### src/rtl/sparkle_locator.sv
// Tracks one live 20x20 sparkle sprite on the 640x480 scan and produces the
// registered ROM strobe/address for the pixel currently being scanned.
module sparkle_locator #(
  parameter int SPR_W           = 20,
  parameter int SPR_H           = 20,
  parameter int FRAME_PIX       = 400,
  parameter int NUM_FRAMES      = 4,
  parameter int FRAMES_PER_STEP = 15,
  parameter int LIFE_FRAMES     = 120,
  parameter int RISE            = 1,
  parameter int SCREEN_W        = 640,
  parameter int SCREEN_H        = 480
) (
  input  logic        clk,
  input  logic        resetn,
  input  logic [9:0]  x,
  input  logic [8:0]  y,
  input  logic        frame_start,
  input  logic        spawn,
  input  logic [9:0]  spawn_x,
  input  logic [8:0]  spawn_y,
  output logic        sparkle_here,
  output logic [11:0] sparkle_pixel,
  output logic        active
);

  localparam int FRAME_W = (NUM_FRAMES > 1) ? $clog2(NUM_FRAMES) : 1;
  localparam int STEP_W  = (FRAMES_PER_STEP > 1) ? $clog2(FRAMES_PER_STEP) : 1;
  localparam int LIFE_W  = (LIFE_FRAMES > 1) ? $clog2(LIFE_FRAMES) : 1;

  typedef enum logic {
    IDLE   = 1'b0,
    ACTIVE = 1'b1
  } state_t;

  state_t               state_q, state_d;
  logic [9:0]           pos_x_q, pos_x_d;
  logic [8:0]           pos_y_q, pos_y_d;
  logic [FRAME_W-1:0]   frame_q, frame_d;
  logic [11:0]          frame_base_q, frame_base_d;
  logic [STEP_W-1:0]    step_q, step_d;
  logic [LIFE_W-1:0]    life_q, life_d;

  logic [10:0]          x_w, y_w, x_lo, x_hi, y_lo, y_hi;
  logic [11:0]          col_p0, row_p0;
  logic                 hit_p0;
  logic [11:0]          pixel_p0;
  logic                 here_p1;
  logic [11:0]          pixel_p1;

  function automatic logic [9:0] clamp_x(input logic [9:0] v);
    return (v > 10'(SCREEN_W - SPR_W)) ? 10'(SCREEN_W - SPR_W) : v;
  endfunction

  function automatic logic [8:0] clamp_y(input logic [8:0] v);
    return (v > 9'(SCREEN_H - SPR_H)) ? 9'(SCREEN_H - SPR_H) : v;
  endfunction

  // row*SPR_W as shift-add; the decomposition assumes SPR_W == 20
  function automatic logic [11:0] rom_addr(input logic [11:0] base,
                                           input logic [11:0] row,
                                           input logic [11:0] col);
    return base + (row << 4) + (row << 2) + col;
  endfunction

  always_comb begin
    state_d      = state_q;
    pos_x_d      = pos_x_q;
    pos_y_d      = pos_y_q;
    frame_d      = frame_q;
    frame_base_d = frame_base_q;
    step_d       = step_q;
    life_d       = life_q;
    if (spawn) begin
      state_d      = ACTIVE;
      pos_x_d      = clamp_x(spawn_x);
      pos_y_d      = clamp_y(spawn_y);
      frame_d      = '0;
      frame_base_d = '0;
      step_d       = '0;
      life_d       = '0;
    end else if (frame_start && (state_q == ACTIVE)) begin
      life_d = life_q + LIFE_W'(1);
      if (step_q == STEP_W'(FRAMES_PER_STEP - 1)) begin
        step_d = '0;
        // Frame base tracks frame*FRAME_PIX incrementally, avoiding a multiply
        if (frame_q == FRAME_W'(NUM_FRAMES - 1)) begin
          frame_d      = '0;
          frame_base_d = '0;
        end else begin
          frame_d      = frame_q + FRAME_W'(1);
          frame_base_d = frame_base_q + 12'(FRAME_PIX);
        end
      end else begin
        step_d = step_q + STEP_W'(1);
      end
      if (pos_y_q < 9'(RISE)) begin
        state_d = IDLE;
      end else begin
        pos_y_d = pos_y_q - 9'(RISE);
      end
      if (life_q == LIFE_W'(LIFE_FRAMES - 1)) begin
        state_d = IDLE;
      end
    end
  end

  always_ff @(posedge clk or negedge resetn) begin
    if (!resetn) begin
      state_q      <= IDLE;
      pos_x_q      <= '0;
      pos_y_q      <= '0;
      frame_q      <= '0;
      frame_base_q <= '0;
      step_q       <= '0;
      life_q       <= '0;
    end else begin
      state_q      <= state_d;
      pos_x_q      <= pos_x_d;
      pos_y_q      <= pos_y_d;
      frame_q      <= frame_d;
      frame_base_q <= frame_base_d;
      step_q       <= step_d;
      life_q       <= life_d;
    end
  end

  // Stage p0: hit test on the current scan coordinate (11-bit box bounds)
  assign x_w  = 11'(x);
  assign y_w  = 11'(y);
  assign x_lo = 11'(pos_x_q);
  assign x_hi = 11'(pos_x_q) + 11'(SPR_W);
  assign y_lo = 11'(pos_y_q);
  assign y_hi = 11'(pos_y_q) + 11'(SPR_H);

  assign hit_p0 = (state_q == ACTIVE) &&
                  (x_w < 11'(SCREEN_W)) && (y_w < 11'(SCREEN_H)) &&
                  (x_w >= x_lo) && (x_w < x_hi) &&
                  (y_w >= y_lo) && (y_w < y_hi);

  assign col_p0   = 12'(x) - 12'(pos_x_q);
  assign row_p0   = 12'(y) - 12'(pos_y_q);
  assign pixel_p0 = hit_p0 ? rom_addr(frame_base_q, row_p0, col_p0) : '0;

  // Stage p1: registered strobe and ROM address
  always_ff @(posedge clk or negedge resetn) begin
    if (!resetn) begin
      here_p1  <= 1'b0;
      pixel_p1 <= '0;
    end else begin
      here_p1  <= hit_p0;
      pixel_p1 <= pixel_p0;
    end
  end

  assign sparkle_here  = here_p1;
  assign sparkle_pixel = pixel_p1;
  assign active        = (state_q == ACTIVE);

endmodule

### config.mk
export PLATFORM = sky130hd
export DESIGN_NAME = sparkle_locator
export DESIGN_NICKNAME = d
export VERILOG_FILES = /design/src/rtl/sparkle_locator.sv
export SDC_FILE = /design/constraint.sdc
export NUM_CORES = 1
export LEC_CHECK = 0
export BUFFER_PORTS_ARGS = -buffer_cell sky130_fd_sc_hd__buf_4
export CAP_MARGIN = 30
export CORE_MARGIN = 2
export CORE_UTILIZATION = 54
export CTS_CLUSTER_SIZE = 10
export DETAILED_ROUTE_END_ITERATION = 7
export HOLD_SLACK_MARGIN = 0.02
export PLACE_DENSITY = 0.78
export SYNTH_ARGS = -nofsm -noshare
export SYNTH_HDL_FRONTEND = slang
export SYNTH_SLANG_ARGS = --single-unit
### constraint.sdc
create_clock -name clk -period 4.7 [get_ports clk]
set_input_delay 0.235 -clock clk [delete_from_list [all_inputs] [get_ports clk]]
set_output_delay 0.235 -clock clk [all_outputs]
set_load 0.1 [all_outputs]
Word-level counts from Yosys, hierarchy flattened

Index checks and enable logic that the tools add are counted.

Equality and inequality tests: 4
Multiplexer cells: 23
Add/sub/neg operators: 12
Reductions and logical operators: 13
$lt $le $gt $ge: 9

Operators with widths:

| cell                    | number |
|---|---|
| $mux W12                | 5 |
| $add A12 B12 Y12        | 3 |
| $mux W9                 | 4 |
| $mux W7                 | 2 |
| $add A12 B9 Y12 const B | 1 |
| $mux W4                 | 3 |
| $add A10 B5 Y11 const B | 1 |
| $lt A10 B11 Y1          | 1 |
| $sub A10 B10 Y11        | 1 |
| $add A9 B5 Y10 const B  | 1 |
| $ge A10 B10 Y1          | 1 |
| $gt A10 B10 Y1 const B  | 1 |
| $lt A10 B10 Y1 const B  | 1 |
| $lt A9 B10 Y1           | 1 |
| $mux W10                | 1 |
| $sub A9 B9 Y10          | 1 |
| $ge A9 B9 Y1            | 1 |
| $gt A9 B9 Y1 const B    | 1 |
| $lt A9 B1 Y1 const B    | 1 |
| $lt A9 B9 Y1 const B    | 1 |
| $sub A9 B1 Y9 const B   | 1 |
| $mux W2                 | 4 |
| $add A7 B1 Y7 const B   | 1 |
| $eq A7 B7 Y1 const B    | 1 |
| 10 further kinds        | 22 |

Bits in registers: 58
Bits of input ports: 42
Logic and storage cells: 70
Output and inout bits: 14

Longest topological paths before layout

Word-level depth: 8
Mapped depth: 20
Mapped depth without buffers: 20

Least setup slack after synthesis

OpenSTA, ideal clock, no wires.

Path kind: register -> register
Start: register pos_x_q[0]
End: register pixel_p1[11] (netlist: sparkle_pixel[11])
Period minus slack after synthesis: 4.408 ns
Arrival: 4.289 ns
Setup slack: 0.292 ns
Required time: 4.581 ns
Path buffers: 0
Cell stages (with the launch flop): 20
Library setup time: 0.119 ns
Cells stage by stage: dfrtp_1 -> ha_1 -> inv_1 -> fa_1 -> a211oi_1 -> o21bai_1 -> a21oi_1 -> o21bai_1 -> a21oi_1 -> xor2_1 -> fa_1 -> fa_1 -> inv_1 -> ha_1 -> or4_1 -> a21oi_1 -> o31ai_1 -> xnor2_1 -> xnor2_1 -> nor2_1

Word-level cells in the longest chain between the ends: 6
Elaborated cells between the ends (all ways): 10
Those cells by class: 3 x add/sub; 2 x order compare; 1 x mux; 4 x reduce/logical

RTL lines:

| what                                                         | line     | RTL |
|---|---|---|
| start, declared                                              | 37       | `logic [9:0] pos_x_q, pos_x_d;` |
| start signal, assigned                                       | 119      | `pos_x_q <= pos_x_d;` |
| $add A10 B5 Y11 / $ge A10 B10 Y1 (equally long branches)     | 132, 138 |  |
| $lt A10 B11 Y1 / $logic_and A1 B1 Y1 (equally long branches) | 138, 137 |  |
| $logic_and A1 B1 Y1 (2 in a row)                             | 138      | `(x_w >= x_lo) && (x_w < x_hi) &&` |
| $logic_and A1 B1 Y1                                          | 139      | `(y_w >= y_lo) && (y_w < y_hi);` |
| $mux W12 (*)                                                 | 143      | `assign pixel_p0 = hit_p0 ? rom_addr(frame_base_q, row_p0, col_p0) : '0;` |
| net pixel_p0[11]                                             | 47       | `logic [11:0] pixel_p0;` |
| end signal, assigned                                         | 152      | `pixel_p1 <= pixel_p0;` |
| end, declared                                                | 49       | `logic [11:0] pixel_p1;` |

Mark *: on every way through the listed nets, which the timed path passes. The rest lies on a longest branch.
A chain may end at the register's enable or synchronous reset.

Final worst setup path

Ends and elaborated chain as after synthesis.

==> flow_summary.json <==
{
  "synth_cells": 545,
  "drc": 0,
  "required_ns": 4.91,
  "regToRegSetupSlack_ns": 0.26,
  "timing_max_transition_violations_final": 0,
  "finalWorstSetupSlack_ns": 0.257,
  "dr_total_vias": 3945,
  "final_cell_area_mm2": 0.00545,
  "final.period_utilization_pct": 94.5,
  "cp_cell_sequence": "ha_2 > inv_1 > fa_2 > a211oi_2 > o21bai_1 > a21oi_2 > o21bai_1 > a21oi_1 > xor2_1 > fa_1 > fa_1 > inv_1 > ha_2 > or4_4 > a21oi_4 > o31ai_2 > xnor2_1 > xnor2_1 > nor2_1",
  "crit-reg2reg-capture": "sparkle_pixel[11]",
  "final_layout_setup_total_negative_slack_ns": 0,
  "area_delta_synth_final_pct": 14.5,
  "design.core.area_mm2": 0.00864,
  "placed_area_mm2": 0.00528,
  "standard_cell_with_the_maximum_stage_delay_on_the_critical_path": "or4_4",
  "reg2reg_from": "pos_x_q[0]",
  "detail_route_antenna_nets": 0,
  "critPathMaxFanout": 4,
  "clock_latency_ns": 0.32,
  "synth_area_per_cell_um2": 8.74,
  "post-route-min-period_ns": 4.44,
  "number_of_buffers_created_by_cts": 5,
  "synth.area.top_cells": "dfrtp_1 (28%), ha_1 (16%), fa_1 (7.1%), o21ai_0 (5.5%), inv_1 (5.0%)",
  "hold-path-endpoint": "pos_x_q[8]",
  "hold_path.class": "primary input to register",
  "placement.io_buffers": 55,
  "cts_tree": "yes",
  "maximum_count_of_clock_buffers_along_a_single_path": 2,
  "clock_tree.htree_level_count": 2,
  "timing.clock.skew_ns": 0.00238,
  "fp.dieArea_mm2": 0.00959,
  "start_kind": "register",
  "grt_max_degree": 55,
  "reg2reg_depth": 19,
  "synth-seq-cells": 54,
  "synth_area_leader_cell": "dfrtp_1",
  "grt_overflow": 0,
  "hold_viol_final": 0,
  "die_w_um": 97.9,
  "comb_power_share_pct": 67.8,
  "cp.arrival_ns": 4.65,
  "ctsRootBufferMaster": "clkbuf_8",
  "max_clock_freq_mhz": 225,
  "setup.worst_path.class": "register to register",
  "power_density_over_the_cells_mw_per_mm2": 482,
  "yosysSeqAreaShare_pct": 28.4,
  "drt_iter0_drc": 217,
  "slew-limit-headroom_pct": 54.7,
  "critical-path-max-stage-delay_ns": 0.55,
  "detail_route.wl_per_cell_um": 14.8,
  "worstMarginPinSlew_ns": 0.680,
  "initial_core_util_pct": 55.1,
  "power_frac_clock_pct": 11.1,
  "leakage_nw": 2.60,
  "maxCapViolCount": 0,
  "async_flop_share_pct": 100,
  "vdd_ir_drop_max_mv": 0.334,
  "grt_pass1_wl_mm": 17.6,
  "synthesis.yosys.warnings": 0,
  "status": "complete, no violations",
  "timing.hold.worst.start": "spawn_x[8]",
  "depth_of_the_worst_hold_timing_path": 3,
  "global_route.usage.total_pct": 22.4,
  "layout.nets": 719,
  "power_frac_seq_pct": 21.1,
  "tritoncts_num_sinks": 54,
  "worst_setup_end_kind": "register",
  "top_level_ports": 56,
  "p_sw_share_pct": 46.8,
  "ys_dominant_reg_cell": "dfrtp_1",
  "synth_edf_count": 0,
  "power_report.internal_total_mw": 1.40,
  "post-place-ws_ns": -0.0129,
  "dr.pass1.iters": 4,
  "die_height_um": 97.9,
  "netlist_area_mm2": 0.00476,
  "gpl.final_weighted_congestion": 0.894,
  "number_of_antenna_violations_at_the_first_check_in_global_routing": 0,
  "switchingPower_mw": 1.23,
  "netlist-cell-type-count": 54,
  "synth_top_area_share_pct": 28.4,
  "insertedDiodeCount": 0,
  "grt_pass1_vias": 3837,
  "layout-drive-gt1-share_pct": 15.1,
  "wirelength_mm": 10.5,
  "worst_setup_hold_path_clk_slew_ns": 0.10,
  "hpwlAfterDp_mm": 8.47,
  "setup_viol_count_final": 0,
  "routed_via_density": 5.56,
  "row_count": 34
}
==> timing repair <==
| action | CTS | global route |
|---|---|---|
| endpoints found under the setup margin | 0 | 2 |
| gates resized for setup | 0 | 13 |
| hold buffers | 1 | 0 |
| buffers inserted | 0 | 1 |
| endpoints found under the hold margin | 54 | 0 |
==> final cells by class <==
type	instances	area [µm²]
well taps	108	135
multi-input cells	416	3170
clock buffers	6	82.6
inverters	64	240
repair buffers	60	453
fillers	741	3180
clock inverters	2	16.3
flip-flops and latches	54	1350
==> cells in the mapped netlist (4+ instances only) <==
library cell / instances
inv_1: 64
ha_1: 59
dfrtp_1: 54
o21ai_0: 52
a21oi_1: 46
nor2_1: 43
nand2_1: 31
xnor2_1: 25
fa_1: 17
xor2_1: 15
nand3_1: 12
nand2b_1: 11
clkbuf_1: 9
nor3_1: 9
nand4_1: 8
nor2b_1: 8
a21o_1: 7
or3_1: 6
and3_1: 5
o22a_1: 5
a31oi_1: 4
o21a_1: 4
o31ai_1: 4
==> power by group through the flow <==
| stage | clock [mW] | sequential (mW) | combinational (mW) |
|---|---|---|---|
| after global placement | 0 | 0.561 | 1.62 |
| after floorplan | 0 | 0.660 | 1.24 |
| after global routing | 0.320 | 0.562 | 2.02 |
| after CTS | 0.301 | 0.555 | 1.68 |
| final | 0.292 | 0.555 | 1.78 |
| after detailed placement | 0 | 0.564 | 1.67 |
==> critical path, delay by kind of cell (launching register included) <==
family	cells	cell delay, ns
adder cells (fa/ha/maj)	5	1.72
AO/OA/AOI/OAI	7	0.98
AND/OR/NAND/NOR	2	0.60
XOR/XNOR	3	0.57
flip-flops	1	0.38
buffers and inverters	2	0.10
==> how the worst max path moves through the flow <==
stage                     startpoint                end  cells after the start
after floorplan           pos_x_q[0]  sparkle_pixel[11]                     19
after global placement          x[0]  sparkle_pixel[11]                     21
after detailed placement        x[0]  sparkle_pixel[11]                     21
after CTS                 pos_x_q[0]  sparkle_pixel[11]                     19
after global routing      pos_x_q[0]  sparkle_pixel[11]                     19
final                     pos_x_q[0]  sparkle_pixel[11]                     19
==> stage by stage <==
step / instances / hold WS (ns) / utilization (%) / total power [mW]
after floorplan: 546 / -0.0606 / - / 1.90
after detailed placement: 700 / 0.327 / 61.2 / 2.24
after CTS: 709 / 0.125 / 62.4 / 2.54
after global placement: 699 / 0.327 / 61.1 / 2.18
after global routing: 710 / 0.127 / 63.2 / 2.91
final: 710 / 0.130 / 63.2 / 2.63
==> metal layers <==
metal | vias up | GRT usage (%) | share of wire (%) | wire length (µm)
li1 | 1995 | - | - | -
met3 | 17 | 3.08 | 3.7 | 384
met2 | 76 | 38.8 | 49 | 5160
met1 | 1857 | 29.1 | 45 | 4730
met5 | - | 0 | 0 | 0
met4 | 0 | 6.94 | 1.9 | 201
==> registers in the layout, indices dropped and copies added (netlist names), 2 cells and up <==
register,count
step_q,4
pos_y_q,9
life_q,7
sparkle_pixel,12
frame_q,2
pos_x_q,10
frame_base_q,8
==> kinds of logic after synthesis <==
family	after synthesis	synth area share [%]
AND/OR/NAND/NOR	152	16.2
AO/OA/AOI/OAI	145	18.9
adder cells (fa/ha/maj)	76	22.6
buffers and inverters	76	6.20
flip-flops	54	28.4
XOR/XNOR	40	7.36
other	1	0.0787
multiplexers	1	0.210
==> placed cells by master, fill, tap and decap left out, types with 2 or more instances in the layout <==
cell / Yosys / routed
o21a_1: 4 / 4
o21ai_0: 52 / 52
ha_2: 0 / 2
nand4_1: 8 / 8
inv_1: 64 / 64
a41o_1: 2 / 2
a31oi_1: 4 / 4
buf_4: 0 / 59
nor2b_1: 8 / 8
nor3_1: 9 / 9
nand2b_1: 11 / 11
o211ai_1: 3 / 3
and3_2: 2 / 2
ha_1: 59 / 57
a21o_1: 7 / 7
fa_1: 17 / 16
nand3_1: 12 / 12
nor4_1: 3 / 3
clkbuf_8: 0 / 6
and3_1: 5 / 5
o21bai_1: 3 / 3
o2111ai_1: 2 / 2
xor2_1: 15 / 14
nor2_1: 43 / 43
a21oi_2: 0 / 2
o22a_1: 5 / 5
or3_1: 6 / 6
dfrtp_1: 54 / 53
nor3b_2: 2 / 2
conb_1: 1 / 2
or2_2: 3 / 3
xnor2_1: 25 / 24
a21oi_1: 46 / 43
o31ai_1: 4 / 3
and2_1: 2 / 2
nand2_1: 31 / 31
or4_1: 3 / 2
Power figures use the tool's default switching activity.
